<file path="src/rtl/bus_arbiter_if.sv">
// Shared types and the downstream bus interface for bus_arbiter.
//
// bus_arbiter_pkg
//   word_t             : 32-bit address/data word.
//   transaction_kind_t : debug tag carried with each access. KIND_NONE is
//                        the reset value.
//
// Bus_if (downstream MMU bus)
//   addr     : access address             (master -> slave)
//   wdata    : write data                 (master -> slave)
//   kind     : transaction debug tag      (master -> slave)
//   read_en  : read strobe, ACCESS only   (master -> slave)
//   write_en : write strobe, ACCESS only  (master -> slave)
//   rdata    : read data                  (slave -> master)

package bus_arbiter_pkg;

  typedef logic [31:0] word_t;

  typedef enum logic [1:0] {
    KIND_NONE  = 2'd0,
    KIND_FETCH = 2'd1,
    KIND_DATA  = 2'd2,
    KIND_DEBUG = 2'd3
  } transaction_kind_t;

endpackage

interface Bus_if;
  import bus_arbiter_pkg::*;

  word_t             addr;
  word_t             wdata;
  word_t             rdata;
  transaction_kind_t kind;
  logic              read_en;
  logic              write_en;

  modport Master_side (
    output addr,
    output wdata,
    output kind,
    output read_en,
    output write_en,
    input  rdata
  );

  modport Slave_side (
    input  addr,
    input  wdata,
    input  kind,
    input  read_en,
    input  write_en,
    output rdata
  );

endinterface

</file>
<file path="src/rtl/bus_arbiter.sv">
// Two-master (CPU, DMA) arbiter in front of a single downstream bus.
// One transaction at a time: IDLE picks a winner and latches its request,
// ACCESS drives the bus for WAIT_CYCLES+1 cycles, DONE pulses the winner's
// done output for one cycle.
//
// Parameters
//   WAIT_CYCLES  : extra bus cycles per access (0..15).
//   STARVE_LIMIT : consecutive DMA grants with the CPU waiting before the
//                  CPU is forced onto the bus (1..255).
//
// Ports
//   clk, reset                     : clock, synchronous active-high reset.
//   cpu_req/we/addr/wdata/kind     : CPU request (level) and its payload.
//   cpu_rdata, cpu_done            : CPU read data (registered), done pulse.
//   dma_*                          : same set for the DMA master.
//   dma_lock                       : DMA wants back-to-back accesses.
//   bus                            : downstream bus, master side.
//   owner                          : 0=CPU, 1=DMA; current or latest grant.
//   busy                           : high in ACCESS and DONE.

module bus_arbiter
  import bus_arbiter_pkg::*;
#(
  parameter int unsigned WAIT_CYCLES  = 1,
  parameter int unsigned STARVE_LIMIT = 8
) (
  input  logic              clk,
  input  logic              reset,

  input  logic              cpu_req,
  input  logic              cpu_we,
  input  word_t             cpu_addr,
  input  word_t             cpu_wdata,
  input  transaction_kind_t cpu_kind,
  output word_t             cpu_rdata,
  output logic              cpu_done,

  input  logic              dma_req,
  input  logic              dma_we,
  input  word_t             dma_addr,
  input  word_t             dma_wdata,
  input  transaction_kind_t dma_kind,
  output word_t             dma_rdata,
  output logic              dma_done,
  input  logic              dma_lock,

  Bus_if.Master_side        bus,

  output logic              owner,
  output logic              busy
);

  typedef enum logic [1:0] {
    ST_IDLE   = 2'd0,
    ST_ACCESS = 2'd1,
    ST_DONE   = 2'd2
  } state_e;

  localparam logic [3:0] WAIT_INIT  = 4'(WAIT_CYCLES);
  localparam logic [7:0] STARVE_MAX = 8'(STARVE_LIMIT);

  state_e            state_q,     state_d;
  logic [3:0]        wait_q,      wait_d;
  logic [7:0]        starve_q,    starve_d;
  logic              owner_q,     owner_d;
  logic              we_q,        we_d;
  word_t             addr_q,      addr_d;
  word_t             wdata_q,     wdata_d;
  transaction_kind_t kind_q,      kind_d;
  word_t             cpu_rdata_q, cpu_rdata_d;
  word_t             dma_rdata_q, dma_rdata_d;

  logic              grant_cpu;
  logic              grant_dma;
  logic              starved;
  logic              lock_hold;

  // The CPU has waited through STARVE_MAX DMA grants and is still asking.
  assign starved   = cpu_req && (starve_q == STARVE_MAX);

  // A locked DMA burst keeps the bus through ordinary DMA priority; the
  // term is spelled out so the burst case stays visible in the grant logic.
  assign lock_hold = dma_lock && owner_q && dma_req;

  always_comb begin
    // NOTE: every signal written here gets a default first, so no path
    // leaves one unassigned and no latch is inferred.
    state_d     = state_q;
    wait_d      = wait_q;
    starve_d    = starve_q;
    owner_d     = owner_q;
    we_d        = we_q;
    addr_d      = addr_q;
    wdata_d     = wdata_q;
    kind_d      = kind_q;
    cpu_rdata_d = cpu_rdata_q;
    dma_rdata_d = dma_rdata_q;
    grant_cpu   = 1'b0;
    grant_dma   = 1'b0;

    unique case (state_q)
      ST_IDLE: begin
        if (!cpu_req) begin
          starve_d = '0;
        end

        if (starved) begin
          grant_cpu = 1'b1;
        end else if (dma_req || lock_hold) begin
          grant_dma = 1'b1;
        end else if (cpu_req) begin
          grant_cpu = 1'b1;
        end

        if (grant_cpu) begin
          owner_d  = 1'b0;
          we_d     = cpu_we;
          addr_d   = cpu_addr;
          wdata_d  = cpu_wdata;
          kind_d   = cpu_kind;
          starve_d = '0;
          wait_d   = WAIT_INIT;
          state_d  = ST_ACCESS;
        end else if (grant_dma) begin
          owner_d  = 1'b1;
          we_d     = dma_we;
          addr_d   = dma_addr;
          wdata_d  = dma_wdata;
          kind_d   = dma_kind;
          // Count only grants that made a waiting CPU wait longer.
          if (cpu_req && (starve_q != STARVE_MAX)) begin
            starve_d = starve_q + 8'd1;
          end
          wait_d   = WAIT_INIT;
          state_d  = ST_ACCESS;
        end
      end

      ST_ACCESS: begin
        if (wait_q == '0) begin
          // Last bus cycle: capture read data for the owner only.
          if (!we_q) begin
            if (owner_q) begin
              dma_rdata_d = bus.rdata;
            end else begin
              cpu_rdata_d = bus.rdata;
            end
          end
          state_d = ST_DONE;
        end else begin
          wait_d = wait_q - 4'd1;
        end
      end

      ST_DONE: begin
        state_d = ST_IDLE;
      end

      default: begin
        state_d = ST_IDLE;
      end
    endcase
  end

  always_ff @(posedge clk) begin
    // NOTE: state registers use non-blocking assignments so every flop
    // samples its next value from the same pre-edge snapshot.
    if (reset) begin
      state_q     <= ST_IDLE;
      wait_q      <= '0;
      starve_q    <= '0;
      owner_q     <= 1'b0;
      we_q        <= 1'b0;
      addr_q      <= '0;
      wdata_q     <= '0;
      kind_q      <= KIND_NONE;
      cpu_rdata_q <= '0;
      dma_rdata_q <= '0;
    end else begin
      state_q     <= state_d;
      wait_q      <= wait_d;
      starve_q    <= starve_d;
      owner_q     <= owner_d;
      we_q        <= we_d;
      addr_q      <= addr_d;
      wdata_q     <= wdata_d;
      kind_q      <= kind_d;
      cpu_rdata_q <= cpu_rdata_d;
      dma_rdata_q <= dma_rdata_d;
    end
  end

  // Address, data and tag always show the latched request so they hold
  // their last values between accesses; only the strobes are gated.
  assign bus.addr     = addr_q;
  assign bus.wdata    = wdata_q;
  assign bus.kind     = kind_q;
  assign bus.read_en  = (state_q == ST_ACCESS) && !we_q;
  assign bus.write_en = (state_q == ST_ACCESS) &&  we_q;

  assign cpu_rdata = cpu_rdata_q;
  assign dma_rdata = dma_rdata_q;
  assign cpu_done  = (state_q == ST_DONE) && !owner_q;
  assign dma_done  = (state_q == ST_DONE) &&  owner_q;
  assign owner     = owner_q;
  assign busy      = (state_q == ST_ACCESS) || (state_q == ST_DONE);

endmodule

</file>
<file path="src/flat_wrapper.sv">
// flat-port wrapper written by rule: the top's interface ports become plain ports
module bus_arbiter_flat import bus_arbiter_pkg::*;
#(
  parameter int unsigned WAIT_CYCLES  = 1,
  parameter int unsigned STARVE_LIMIT = 8
)
  (clk, reset, cpu_req, cpu_we, cpu_addr, cpu_wdata, cpu_kind, cpu_rdata, cpu_done, dma_req, dma_we, dma_addr, dma_wdata, dma_kind, dma_rdata, dma_done, dma_lock, owner, busy, bus_addr, bus_wdata, bus_kind, bus_read_en, bus_write_en, bus_rdata);
  Bus_if bus_i ();
  input  logic clk;
  input  logic reset;
  input  logic cpu_req;
  input  logic cpu_we;
  input  word_t cpu_addr;
  input  word_t cpu_wdata;
  input  transaction_kind_t cpu_kind;
  output word_t cpu_rdata;
  output logic cpu_done;
  input  logic dma_req;
  input  logic dma_we;
  input  word_t dma_addr;
  input  word_t dma_wdata;
  input  transaction_kind_t dma_kind;
  output word_t dma_rdata;
  output logic dma_done;
  input  logic dma_lock;
  output logic owner;
  output logic busy;
  output wire logic [$bits(bus_i.addr)-1:0] bus_addr;
  output wire logic [$bits(bus_i.wdata)-1:0] bus_wdata;
  output wire logic [$bits(bus_i.kind)-1:0] bus_kind;
  output wire logic [$bits(bus_i.read_en)-1:0] bus_read_en;
  output wire logic [$bits(bus_i.write_en)-1:0] bus_write_en;
  input wire logic [$bits(bus_i.rdata)-1:0] bus_rdata;
  assign bus_addr = bus_i.addr;
  assign bus_wdata = bus_i.wdata;
  assign bus_kind = bus_i.kind;
  assign bus_read_en = bus_i.read_en;
  assign bus_write_en = bus_i.write_en;
  assign bus_i.rdata = bus_rdata;
  bus_arbiter #(.WAIT_CYCLES(WAIT_CYCLES), .STARVE_LIMIT(STARVE_LIMIT)) u_core (.clk(clk), .reset(reset), .cpu_req(cpu_req), .cpu_we(cpu_we), .cpu_addr(cpu_addr), .cpu_wdata(cpu_wdata), .cpu_kind(cpu_kind), .cpu_rdata(cpu_rdata), .cpu_done(cpu_done), .dma_req(dma_req), .dma_we(dma_we), .dma_addr(dma_addr), .dma_wdata(dma_wdata), .dma_kind(dma_kind), .dma_rdata(dma_rdata), .dma_done(dma_done), .dma_lock(dma_lock), .bus(bus_i), .owner(owner), .busy(busy));
endmodule
</file>
<file path="config.mk">
export PLATFORM = sky130hd
export DESIGN_NAME = bus_arbiter_flat
export DESIGN_NICKNAME = d
export VERILOG_FILES = /design/src/rtl/bus_arbiter_if.sv /design/src/rtl/bus_arbiter.sv /design/src/flat_wrapper.sv
export SDC_FILE = /design/constraint.sdc
export NUM_CORES = 1
export LEC_CHECK = 0
export CAP_MARGIN = 20
export CELL_PAD_IN_SITES_DETAIL_PLACEMENT = 1
export CELL_PAD_IN_SITES_GLOBAL_PLACEMENT = 2
export CORE_ASPECT_RATIO = 0.7
export CORE_MARGIN = 5
export CORE_UTILIZATION = 22
export CTS_CLUSTER_DIAMETER = 50
export DETAILED_ROUTE_END_ITERATION = 8
export GPL_TIMING_DRIVEN = 1
export PLACE_DENSITY_LB_ADDON = 0.1
export SLEW_MARGIN = 10
export SYNTH_ARGS = -nofsm -noshare
export SYNTH_HDL_FRONTEND = slang
export SYNTH_SLANG_ARGS = --single-unit
</file>
<file path="constraint.sdc">
create_clock -name clk -period 3.7 [get_ports clk]
set_clock_uncertainty 0.2 [all_clocks]
set_input_delay 0.925 -clock clk [delete_from_list [all_inputs] [get_ports clk]]
set_output_delay 0.925 -clock clk [all_outputs]
set_load 0.005 [all_outputs]
</file>
# Word-level counts from Yosys, hierarchy flattened
# Cells that the tools add are included.
[word_totals] input_bits=171 out_inout_bits=136 wordCells=71 regBits=146
[classes] addsub=2 reduce_logical=21 mux=29 eq_ne=7 bitwise=2
[ops] cell="2-to-1 mux 32 bit" n=4
[ops] cell="2-to-1 mux 8 bit" n=4
[ops] cell="2-to-1 mux 4 bit" n=3
[ops] cell="2-to-1 mux 1 bit" n=11
[ops] cell="2-to-1 mux 2 bit" n=5
[ops] cell="adder 8 x 1 -> 8 bit, second input constant" n=1
[ops] cell="== test 8 x 4 -> 1 bit, second input constant" n=1
[ops] cell="logical AND 1 bit" n=8
[ops] cell="!= test 8 x 4 -> 1 bit, second input constant" n=1
[ops] cell="case mux 4 bit (2 select lines)" n=1
[ops] cell="AND reduction 4 bit" n=2
[ops] cell="logical NOT 4 bit" n=1
[ops] cell="case mux 2 bit (2 select lines)" n=1
[ops] cell="AND reduction 2 bit" n=2
[ops] cell="nonzero test 2 bit" n=2
[ops] cell="subtractor 4 x 1 -> 4 bit, second input constant" n=1
[ops] cell="!= test 3 x 1 -> 1 bit, second input constant" n=1
[ops] cell="AND reduction 3 bit" n=1
[ops] cell="== test 2 x 1 -> 1 bit, second input constant" n=1
[ops] cell="== test 2 bit, second input constant" n=1
[ops] cell="logical NOT 1 bit" n=2
[ops] cell="logical NOT 2 bit" n=1
[ops] cell="logical OR 1 bit" n=2
[ops] cell="!= test 2 x 1 -> 1 bit, second input constant" n=1
[ops] cell="2 further kinds" n=3

# Depth between registers and ports, before layout
[logic_depth] ltp_word=9 depth_mapped=9 mapped_depth_nobuf=6

# Worst setup path after synthesis
# Ideal clock, no wire load.
[synth_timing] kind="input -> register" start="input cpu_req" end="register u_core.addr_q[18] (netlist: u_core.bus.addr[18])" stages=6 required_ns=3.409 setup_ns=0.091 path_slack_ns=1.533 path_buffers=2 t_arrival_ns=1.876 path_cell_list="and4bb_1 > a21oi_2 > buf_4 > buf_4 > nand2_1 > a311oi_1"
[synth_between] elab_chain_len=6 word_cells_on_any_way=10 cone_classes="mux (7); reduce/logical (3)"
[synth_rtl] element="from (decl)" line_no="flat_wrapper.sv:11" rtl="input logic cpu_req;"
[synth_rtl] element="2-to-1 mux 1 bit" line_no="bus_arbiter.sv:111" rtl="end else if (cpu_req) begin"
[synth_rtl] element="2-to-1 mux 1 bit" line_no="bus_arbiter.sv:109" rtl="end else if (dma_req || lock_hold) begin"
[synth_rtl] element="2-to-1 mux 1 bit" line_no="bus_arbiter.sv:107" rtl="if (starved) begin"
[synth_rtl] element="2-to-1 mux 1 bit" line_no="bus_arbiter.sv:101" rtl="unique case (state_q)"
[synth_rtl] element="nonzero test 2 bit (no line)"
[synth_rtl] element="AND reduction 2 bit (no line)"
[synth_rtl] element="to (signal assigned)" line_no="bus_arbiter.sv:185" rtl="addr_q <= addr_d;"
[synth_rtl] element="to (decl)" line_no="bus_arbiter.sv:67" rtl="word_t addr_q, addr_d;"
# Several ways; a longest one is shown, not always the timed one. The select of a mux whose other input is x is not followed.
# A chain may end at the register's enable or synchronous reset.

# Final worst setup path
[layout_timing] start="register u_core.state_q[1]" end="output bus_read_en"
[layout_between] elab_chain_len=2
[layout_rtl] element="from (decl)" line_no="bus_arbiter.sv:62" rtl="state_e state_q, state_d;"
[layout_rtl] element="from (signal assigned)" line_no="bus_arbiter.sv:180" rtl="state_q <= state_d;"
[layout_rtl] element="== test 2 x 1 -> 1 bit" line_no="bus_arbiter.sv:198" rtl="assign bus.read_en = (state_q == ST_ACCESS) && !we_q;"
[layout_rtl] element="logical AND 1 bit" line_no="bus_arbiter.sv:198"
[layout_rtl] element="to (decl)" line_no="flat_wrapper.sv:31" rtl="output wire logic [$bits(bus_i.read_en)-1:0] bus_read_en;"
# Every way passes these cells.

==> reports/summary.txt <==
outcome - complete, no violations
GR met1 Demand/Resource - 20.2%
GR Util met3 - 4.23%
DR iter-0 viols - 190
clock latency on the worst-skew pair - 0.43 ns
Final Hold Vio Count - 0
top cell type's share of synthesized area - 48.9%
highest-delay cell along the critical path - clkdlybuf4s50_1
H-tree depth - 4
Worst VDD drop - 0.310 mV
number of global-route vias before repair - 6354
post-synth top area cell - dfxtp_1
Hold Buf Count CTS - 0
worst min path class - reg2reg
Worst EP arrival - 2.00 ns
first-pass GRT wire length - 38300 um
Multi-input gate area - 2760 um2
Pins Over Slew Limit - 0
setup violators final - 0
setup ws final - 0.572 ns
Initial Util - 22.3%
Port Buffers - 305
CTS Root Cell - clkbuf_16
PostCTS Resize Cnt - 0
Cell Rows - 50
Post-CTS Setup Repair Bufs - 0
initial antenna violation count - 1
Peak Freq - 320 MHz
Async S/R FF share, synth - 0%
Routed Wire Length - 25300 um
register area - 2920 um2
Clock Sinks - 146
post-DR wirelength/cell - 17.8 um
crit path capture type - output port
number of CTS-inserted buffers - 17
final net count - 1224
Area growth syn-to-layout - 68.4%
CP Cell Sequence - inv_1, ha_1, nor2b_1, clkdlybuf4s50_1
io pins - 307
Post-DRT Antenna Nets - 0
GP Congestion - 0.707
synthesized flop and latch total - 146
CTS Buffer Depth - 2
core area - 26800 um2
GRT Max-Usage Layer - met2
RSZ-0062 raised after global routing - false
Worst Path Buf+Inv - 2
R2R Setup Slk - 1.16 ns
cell area after synthesis - 5970 um2
dominant synthesized flop cell - dfxtp_1
Post-synth EDFFs - 0
Final min period - 3.13 ns
Sum Neg Setup Slack - 0 ns
Cell variety after synth - 36
syn_nets - 943
Max-slew headroom - 53.5%
post-DP HPWL - 18400 um
top-count cell post-synth - nand2_1
Post-Syn Instances - 766
Crit path largest cell delay - 0.62 ns
die width - 207 um
CTS tree - yes
Required @ worst endpoint - 2.57 ns
Layout fillers - 3236
drt pass-1 iters - 5
drt drc - 0
largest net degree at the start of global routing - 66
leading post-synthesis cells by cell area - dfxtp_1 (49%), nand2_1 (17%), a311oi_1 (9.8%), a21oi_1 (6.4%), nor2_1 (4.5%)
WS Path Type - reg2out
final period utilization - 84.5%
vias per cell - 4.40
cell leakage power - 3.63 nW
most frequent cells after synthesis - nand2_1 (278), dfxtp_1 (146), a21oi_1 (76)
GRT overflow - 0
met2 Track Usage GR - 27.4%
share of layout cells above drive strength 1 - 5.19%
die span in y - 148 um
clk slew on worst S/H paths - 0.06 ns
crit-path max FO - 6
syn avg cell area - 7.80 um2
CP Launch Type - flop
Pwr Density - 558 nW/um2
setup slack at placement - 0.556 ns
YS warnings - 0
Top delay family on crit path - buffers and inverters
GRT Overall Usage - 16.2%
die footprint - 30600 um2
Worst Tran Pin Value - 0.694 ns
register area share after synthesis - 48.9%
Max Cap Viol - 0
vias - 6281
area by class of cell:
class / instances / area share (%)
Inverter: 7 / 0.261
Multi-Input combinational cell: 554 / 27.4
Clock inverter: 12 / 1.77
Antenna cell: 2 / 0.0498
Tap cell: 364 / 4.53
Timing Repair Buffer: 321 / 32.4
Sequential cell: 146 / 29.1
Clock buffer: 20 / 4.54
stage by stage:
| stage | hold WS (ns) | utilization (%) | std cells | power [mW] | instance area, um2 |
|---|---|---|---|---|---|
| 3_3_place_gp | 0.243 | 35.2 | 1392 | 3.77 | 9420 |
| 5_1_grt | 0.270 | 37.6 | 1425 | 5.97 | 10100 |
| 2_1_floorplan | 0.253 | - | 766 | 2.76 | 5970 |
| 4_1_cts | 0.256 | 37.5 | 1424 | 5.74 | 10100 |
| 6_report | 0.255 | 37.6 | 1426 | 5.61 | 10100 |
| 3_5_place_dp | 0.247 | 35.2 | 1392 | 3.78 | 9420 |
placed cells by master (no fill, tap or decap), types with 6 or more instances in the layout:
cell type / instances
a21oi_1: 76
a311oi_1: 67
buf_12: 7
buf_4: 10
clkbuf_16: 17
clkdlybuf4s50_1: 304
dfxtp_1: 146
ha_1: 6
inv_1: 7
nand2_1: 278
nand3_1: 6
nor2_1: 72
o21ai_0: 7
power by group:
part | switching, mW | internal, mW | total, mW
combinational | 0.811 | 0.907 | 1.72
clock | 0.734 | 1.17 | 1.90
sequential | 0.145 | 1.84 | 1.99
total | 1.69 | 3.92 | 5.61
kinds of logic (layout without fill, tap and decap cells):
kind of cell / after synthesis / in the layout / share of synthesized area, %
buffers and inverters: 66 / 360 / 5.24
other: 0 / 2 / 0
flip-flops: 146 / 146 / 48.9
adder cells (fa/ha/maj): 6 / 6 / 1.26
AND/OR/NAND/NOR: 386 / 386 / 26.3
AO/OA/AOI/OAI: 162 / 162 / 18.2
final timing paths:
kind / startpoint / end / depth (start not counted)
setup / recovery: u_core.state_q[1] / bus_read_en / 4
hold / removal: u_core.dma_rdata[31] / u_core.dma_rdata[31] / 2
setup reg to reg: u_core.state_q[0] / u_core.bus.wdata[26] / 7
hold reg to reg: u_core.dma_rdata[31] / u_core.dma_rdata[31] / 2
worst register-to-register path, stage by stage, from the launching register on:
cell,delay [ns]
dfxtp_1,0.32
inv_1,0.11
ha_1,0.37
inv_1,0.30
nor2_4,0.53
buf_4,0.33
nor2_1,0.06
a311oi_1,0.24
flip-flops by register name, summed over array words and instances, names as in the netlist:
name / count
u_core.bus.addr: 32
u_core.bus.kind: 2
u_core.bus.wdata: 32
u_core.cpu_rdata: 32
u_core.dma_rdata: 32
u_core.owner: 1
u_core.starve_q: 8
u_core.state_q: 2
u_core.wait_q: 4
u_core.we_q: 1
per-layer routing:
metal	routed length [um]	vias up
li1	-	3169
met1	11100	2948
met2	12400	140
met3	1380	24
met4	430	0
met5	0	-
Note: power is estimated with default switching activity, not from simulation.
